<file path="src/rtl/wave_pkg.sv">
// Shared encodings for wave_meter and form_wave users: FORM codes and the
// measurement FSM states.
package wave_pkg;

  typedef enum logic [2:0] {
    FORM_SAW        = 3'b000,
    FORM_RSAW       = 3'b001,
    FORM_TRI        = 3'b010,
    FORM_MEANDER    = 3'b011,
    FORM_MEANDER025 = 3'b100,
    FORM_UNKNOWN    = 3'b111
  } form_e;

  typedef enum logic [1:0] {
    IDLE    = 2'd0,
    ARMED   = 2'd1,
    MEASURE = 2'd2
  } state_e;

  // Jump counters only need to tell 0, 1 and "more than one" apart.
  localparam logic [1:0] JUMP_SAT = 2'd3;

endpackage

</file>
<file path="src/rtl/wave_classify.sv">
// Purely combinational waveform classifier: maps the per-period statistics
// (count, high count, small steps, jumps) onto a FORM code.
module wave_classify
  import wave_pkg::*;
#(
  parameter int CNT_W = 32
) (
  input  logic [CNT_W-1:0] n,
  input  logic [CNT_W-1:0] h,
  input  logic [CNT_W-1:0] u,
  input  logic [CNT_W-1:0] d,
  input  logic [1:0]       ju,
  input  logic [1:0]       jd,
  output form_e            form
);

  // Two extra bits hold 4*H without overflow.
  localparam int W = CNT_W + 2;

  logic [W-1:0] n_x, two_h, four_h, dev2, dev4, tol;
  logic         no_small;

  always_comb begin
    n_x      = W'(n);
    two_h    = W'(h) << 1;
    four_h   = W'(h) << 2;
    dev2     = (two_h >= n_x) ? two_h - n_x : n_x - two_h;
    dev4     = (four_h >= n_x) ? four_h - n_x : n_x - four_h;
    tol      = n_x >> 3;
    no_small = (u == '0) && (d == '0);

    form = FORM_UNKNOWN;
    if (n_x < W'(4)) begin
      form = FORM_UNKNOWN;
    end else if (no_small && (dev2 <= tol)) begin
      form = FORM_MEANDER;
    end else if (no_small && (dev4 <= tol)) begin
      form = FORM_MEANDER025;
    end else if ((u != '0) && (d != '0) && (ju == 2'd0) && (jd == 2'd0)) begin
      form = FORM_TRI;
    end else if ((u != '0) && (d == '0) && (jd == 2'd1)) begin
      form = FORM_SAW;
    end else if ((d != '0) && (u == '0) && (ju == 2'd1)) begin
      form = FORM_RSAW;
    end
  end

endmodule

</file>
<file path="src/rtl/wave_meter.sv">
// Waveform meter: measures period between mid-level crossings, classifies the
// shape and tracks lock. Optional MAX/MIN tracking under WAVE_METER_MINMAX_EN.
module wave_meter
  import wave_pkg::*;
#(
  parameter int DATA_W  = 8,
  parameter int CNT_W   = 32,
  parameter int TIMEOUT = 65536
) (
  input  logic              CLK,
  input  logic              RESET,
  input  logic [DATA_W-1:0] SAMPLE,
  input  logic              SAMPLE_VALID,
  output logic [CNT_W-1:0]  PERIOD,
  output logic [2:0]        FORM,
  output logic [DATA_W-1:0] MAX,
  output logic [DATA_W-1:0] MIN,
  output logic              RESULT_VALID,
  output logic              LOCKED
);

  localparam int                 TO_W    = $clog2(TIMEOUT + 1);
  localparam logic [TO_W-1:0]    TO_LAST = TO_W'(TIMEOUT - 1);
  localparam logic [DATA_W:0]    QUARTER = (DATA_W + 1)'(1) << (DATA_W - 2);

  state_e              state_q, state_d;
  logic [DATA_W-1:0]   prev_q, prev_d;
  logic [TO_W-1:0]     to_q, to_d;
  logic [CNT_W-1:0]    n_q, n_d, h_q, h_d, u_q, u_d, d_q, d_d;
  logic [1:0]          ju_q, ju_d, jd_q, jd_d;
  logic [CNT_W-1:0]    period_q, period_d;
  form_e               form_q, form_d, cls_form;
  logic                locked_q, locked_d, rv_q, rv_d;

  logic signed [DATA_W:0] delta;
  logic [DATA_W:0]        delta_mag;
  logic crossing, high, jump, jump_up, jump_dn, small_up, small_dn;
  logic start_period, acc_en, publish;

  function automatic logic [CNT_W-1:0] sat_inc(input logic [CNT_W-1:0] v, input logic en);
    return (en && (v != '1)) ? v + CNT_W'(1) : v;
  endfunction

  function automatic logic [1:0] jump_inc(input logic [1:0] v, input logic en);
    return (en && (v != JUMP_SAT)) ? v + 2'd1 : v;
  endfunction

  always_comb begin
    crossing  = !prev_q[DATA_W-1] && SAMPLE[DATA_W-1];
    high      = SAMPLE[DATA_W-1];
    delta     = $signed({1'b0, SAMPLE}) - $signed({1'b0, prev_q});
    delta_mag = delta[DATA_W] ? unsigned'(-delta) : unsigned'(delta);
    jump      = delta_mag >= QUARTER;
    jump_up   = jump && !delta[DATA_W];
    jump_dn   = jump && delta[DATA_W];
    small_up  = !jump && !delta[DATA_W] && (delta != '0);
    small_dn  = !jump && delta[DATA_W];
  end

  wave_classify #(.CNT_W(CNT_W)) u_classify (
    .n    (n_q),
    .h    (h_q),
    .u    (u_q),
    .d    (d_q),
    .ju   (ju_q),
    .jd   (jd_q),
    .form (cls_form)
  );

  always_comb begin
    // NOTE: every variable gets a default first, so no path through this block can infer a latch.
    state_d      = state_q;
    prev_d       = prev_q;
    to_d         = to_q;
    n_d          = n_q;
    h_d          = h_q;
    u_d          = u_q;
    d_d          = d_q;
    ju_d         = ju_q;
    jd_d         = jd_q;
    period_d     = period_q;
    form_d       = form_q;
    locked_d     = locked_q;
    rv_d         = 1'b0;
    start_period = 1'b0;
    acc_en       = 1'b0;
    publish      = 1'b0;

    if (SAMPLE_VALID) begin
      prev_d = SAMPLE;
      case (state_q)
        IDLE:  state_d = ARMED;
        ARMED: begin
          if (crossing) begin
            state_d      = MEASURE;
            start_period = 1'b1;
          end
        end
        MEASURE: begin
          if (crossing) begin
            publish      = 1'b1;
            start_period = 1'b1;
          end else if (to_q == TO_LAST) begin
            state_d  = ARMED;
            form_d   = FORM_UNKNOWN;
            locked_d = 1'b0;
          end else begin
            acc_en = 1'b1;
            to_d   = to_q + TO_W'(1);
          end
        end
        default: state_d = IDLE;
      endcase
    end

    // Lock compares the fresh classification with the previous result's FORM.
    if (publish) begin
      period_d = n_q;
      form_d   = cls_form;
      locked_d = (cls_form != FORM_UNKNOWN) && (cls_form == form_q);
      rv_d     = 1'b1;
    end

    // The crossing sample is the first sample of the new period.
    if (start_period) begin
      to_d = '0;
      n_d  = CNT_W'(1);
      h_d  = CNT_W'(high);
      u_d  = CNT_W'(small_up);
      d_d  = CNT_W'(small_dn);
      ju_d = {1'b0, jump_up};
      jd_d = {1'b0, jump_dn};
    end else if (acc_en) begin
      n_d  = sat_inc(n_q, 1'b1);
      h_d  = sat_inc(h_q, high);
      u_d  = sat_inc(u_q, small_up);
      d_d  = sat_inc(d_q, small_dn);
      ju_d = jump_inc(ju_q, jump_up);
      jd_d = jump_inc(jd_q, jump_dn);
    end
  end

  always_ff @(posedge CLK or posedge RESET) begin
    // NOTE: every flop, accumulators included, is reset so a partial period never survives RESET.
    if (RESET) begin
      state_q  <= IDLE;
      prev_q   <= '0;
      to_q     <= '0;
      n_q      <= '0;
      h_q      <= '0;
      u_q      <= '0;
      d_q      <= '0;
      ju_q     <= '0;
      jd_q     <= '0;
      period_q <= '0;
      form_q   <= FORM_UNKNOWN;
      locked_q <= 1'b0;
      rv_q     <= 1'b0;
    end else begin
      // NOTE: non-blocking assignments so every flop samples pre-edge values.
      state_q  <= state_d;
      prev_q   <= prev_d;
      to_q     <= to_d;
      n_q      <= n_d;
      h_q      <= h_d;
      u_q      <= u_d;
      d_q      <= d_d;
      ju_q     <= ju_d;
      jd_q     <= jd_d;
      period_q <= period_d;
      form_q   <= form_d;
      locked_q <= locked_d;
      rv_q     <= rv_d;
    end
  end

`ifdef WAVE_METER_MINMAX_EN
  logic [DATA_W-1:0] max_acc_q, max_acc_d, min_acc_q, min_acc_d;
  logic [DATA_W-1:0] max_q, max_d, min_q, min_d;

  always_comb begin
    max_acc_d = max_acc_q;
    min_acc_d = min_acc_q;
    max_d     = max_q;
    min_d     = min_q;
    if (publish) begin
      max_d = max_acc_q;
      min_d = min_acc_q;
    end
    if (start_period) begin
      max_acc_d = SAMPLE;
      min_acc_d = SAMPLE;
    end else if (acc_en) begin
      if (SAMPLE > max_acc_q) max_acc_d = SAMPLE;
      if (SAMPLE < min_acc_q) min_acc_d = SAMPLE;
    end
  end

  always_ff @(posedge CLK or posedge RESET) begin
    if (RESET) begin
      max_acc_q <= '0;
      min_acc_q <= '0;
      max_q     <= '0;
      min_q     <= '0;
    end else begin
      max_acc_q <= max_acc_d;
      min_acc_q <= min_acc_d;
      max_q     <= max_d;
      min_q     <= min_d;
    end
  end

  assign MAX = max_q;
  assign MIN = min_q;
`else
  assign MAX = '0;
  assign MIN = '0;
`endif

  assign PERIOD       = period_q;
  assign FORM         = form_q;
  assign RESULT_VALID = rv_q;
  assign LOCKED       = locked_q;

endmodule

</file>
<file path="config.mk">
export PLATFORM = sky130hd
export DESIGN_NAME = wave_meter
export DESIGN_NICKNAME = d
export VERILOG_FILES = /design/src/rtl/wave_pkg.sv /design/src/rtl/wave_classify.sv /design/src/rtl/wave_meter.sv
export SDC_FILE = /design/constraint.sdc
export NUM_CORES = 1
export LEC_CHECK = 0
export CORE_UTILIZATION = 60
export CTS_CLUSTER_DIAMETER = 80
export DETAILED_ROUTE_END_ITERATION = 7
export PLACE_DENSITY = 0.82
export SLEW_MARGIN = 10
export SYNTH_ARGS = -nofsm -noshare
export SYNTH_HDL_FRONTEND = slang
export SYNTH_SLANG_ARGS = --single-unit
</file>
<file path="constraint.sdc">
create_clock -name CLK -period 9.5 [get_ports CLK]
set_clock_uncertainty 0.15 [all_clocks]
set_input_delay 1.9 -clock CLK [delete_from_list [all_inputs] [get_ports CLK]]
set_output_delay 1.9 -clock CLK [all_outputs]
set_load 0.005 [all_outputs]
</file>
==> run metrics <==
outcome finished clean; post_cts resized 0; number of H-tree levels 4; clk sinks 196; Die H 176.8 um; Fin. Hold Viols 0; Mean Syn Cell Area around 8.0 sq um; Yosys top cell area share 0.2635; number of synthesized flops with an enable pin 0; FF+latch area between 4000 and 5000 sq um; postcts setup bufs 0; Antenna Cells 0; final net count around 2,500; drt pass-1 iters 6; Slew @ Worst Pin 1.170 ns; Cell variety after synth 88; worst skew pair latency 0.47 ns; Setup TNS 0 ns; global-route wire length before repair 92,830 um; clock tree from TritonCTS built; final wirelength approximately 60,000 um; Final Max Tran Viols 0; CP Max Fanout 28; hold_buf cts 0; hold path depth 2; die span in x 176.8 um; post-DR vias/cell 6.640; grt total ovfl 0; layout cell share with drive strength beyond 1 0.03821; clock buffer count from CTS 17; Final Wtd Congestion slightly above 1; Multi-input gate area between 10,000 and 15,000 sq um; Vias 17,710; Final min period around 8.4 ns; die footprint around 31,000 sq um; Starting Density 0.6136; DP HPWL 45,920 um; cell count of the worst reg-to-reg path 25; Bufs on Longest Clock Path 2; Synth area leader dfrtp_1; sequential fraction of the synthesis area 0.2678; Port Buffer Count 47; Worst-path clk slew 0.08 ns; root buffer cell clkbuf_16; CP endpoint kind flip-flop; period utilization 0.8819; Yosys warning count 0; Filler Cells Inserted 2,517; all-layer global routing usage 0.3841; RSZ-0062 raised after global routing false; # rows 63; Hold Crit Class reg2reg; Yosys reg bits roughly 200; Iter 0 DRT Violations 1,884; Crit Path Class reg2reg; max_cap viols 0; vias in the first global route 16,770; largest net degree at the start of global routing between 100 and 150; Routed Antenna Nets 0; top_reg_cell synth dfrtp_1; CP arrival 8.58 ns; Netlist Area Pre-Place roughly 18,000 sq um; initial antenna violation count 0; async set or reset register ratio after synthesis 1.000; top cells by area, synth dfrtp_1, ha_1, xnor2_1, a21oi_1, nor2_1; Core Region ~30,000 sq um; startpoint types flip-flop; Avg WL per Cell 22.26 um; final setup vio count 0; Post-Synthesis Cells 2,298; # IOs 64; DRC Markers 0; slew margin rel. 0.1997; f_max 0.1194 GHz; Worst EP required ~9.7 ns; Area growth syn-to-layout 5.979%
==> cell families (layout without fill, tap and decap cells) <==
logic type,Yosys count,in the layout,synth area share
xor gates and xnor gates,175,175,0.08361
muxes,13,13,0.007167
adders and majority gates,211,211,0.1457
and+or+nand+nor,835,835,0.2242
buffers and inverters,258,222,0.06027
other,1,16,0.0002046
AOI/OAI and AO/OA,609,609,0.2111
DFF,196,196,0.2678
==> sequential cells by signal, summed over array words and instances (netlist names) <==
register / count
state_q: 2
RESULT_VALID: 1
n_q: 32
ju_q: 2
prev_q: 8
d_q: 32
h_q: 32
u_q: 32
LOCKED: 1
to_q: 17
jd_q: 2
PERIOD: 32
FORM: 3
==> routing by layer <==
| layer | routed length [um] | track usage |
|---|---|---|
| met5 | 0 | 0 |
| met4 | 2814 | 0.1864 |
| met3 | 4431 | 0.06078 |
| met2 | 26600 | 0.6007 |
| met1 | 25520 | 0.5168 |
==> cells in the final DEF, fill, tap and decap left out, types with 36 or more instances in the layout <==
master | synthesis | final
nand2_1 | 216 | 216
nand3_1 | 65 | 64
nand4_1 | 67 | 67
dfrtp_1 | 193 | 193
nor3_1 | 49 | 49
nor2_1 | 227 | 226
inv_1 | 134 | 133
a21oi_1 | 198 | 198
a21o_1 | 52 | 52
nor4_1 | 54 | 54
ha_1 | 207 | 207
clkdlybuf4s50_1 | 0 | 47
xor2_1 | 36 | 36
xnor2_1 | 139 | 139
o21ai_0 | 156 | 156
==> final cells by class <==
| class | count | share of cell area |
|---|---|---|
| Inverter | 135 | 0.02647 |
| Sequential cell | 196 | 0.2527 |
| Tap cell | 390 | 0.02512 |
| Clock buffer | 18 | 0.02261 |
| Multi-Input combinational cell | 1859 | 0.6379 |
| Clock inverter | 14 | 0.007986 |
| Timing Repair Buffer | 55 | 0.02731 |
==> worst max-delay path: stages (launching register included) <==
cell and delay, ns:
dfrtp_1 0.49, inv_1 0.23, ha_1 0.66, nand4_1 0.35, nor4_1 0.69, nand4_1 0.24, o2111ai_1 0.21, or2_1 0.81
mux2i_1 0.30, nand3_1 0.16, o211ai_1 0.16, a221oi_2 0.45, xnor2_1 0.18, ha_1 0.28, nand4_1 0.18, nor4_1 0.10
nand2_1 0.11, nand2_1 0.06, a2111oi_0 1.00, o41ai_1 0.14, a21o_1 0.29, a2111oi_4 0.43, o221ai_2 0.18, xnor2_1 0.16
a21oi_1 0.16, a21oi_1 0.06
==> final timing paths <==
path	start	endpoint	slack, ns
setup / recovery	n_q[30]	LOCKED	1.12
hold / removal	PERIOD[10]	PERIOD[10]	0.33
setup reg to reg	n_q[30]	LOCKED	1.12
hold reg to reg	PERIOD[10]	PERIOD[10]	0.33
max in group asynchronous	RESET	n_q[20]	5.86
min in group asynchronous	RESET	d_q[0]	1.85
==> through the flow <==
step / utilization / instances / area [sq um] / hold slack, ns / setup WS (ns)
finish: 0.6503 / 2667 / 19430 / 0.3341 / 1.122
global route: 0.6503 / 2667 / 19430 / 0.3621 / 0.6325
CTS: 0.6503 / 2667 / 19430 / 0.3414 / 1.250
detailed placement: 0.6304 / 2635 / 18830 / 0.3254 / 1.288
global placement: 0.6304 / 2635 / 18830 / 0.3140 / 1.171
floorplan: - / 2313 / 18390 / 0.3233 / 2.114
==> cells in the mapped netlist, types with 5 or more instances <==
master       n
and3_1      23
nand3_1     65
o211ai_1    20
or2_1        5
nand2_1    216
o21bai_1    15
a21oi_1    198
or4_1       11
nor4_1      54
a2111oi_0    6
or2_2        9
buf_1        9
nor2_1     227
nand2b_1    12
nor3_1      49
inv_1      134
o221ai_1     7
a21boi_0     5
mux2i_1     12
and4_1      20
a211oi_1    23
clkbuf_1    62
or3_1       32
xnor2_1    139
a211o_1      6
o21ai_0    156
and2_1      13
dfrtp_1    193
o22ai_1      8
o31ai_1     12
nand4_1     67
ha_1       207
nor2b_1     13
a31oi_1     16
buf_4       26
o21a_1      19
a221oi_1     9
buf_2       25
xor2_1      36
a21o_1      52
Power is not shown: default switching activity piles up to over one toggle a cycle in this logic, so the estimate is an artifact.
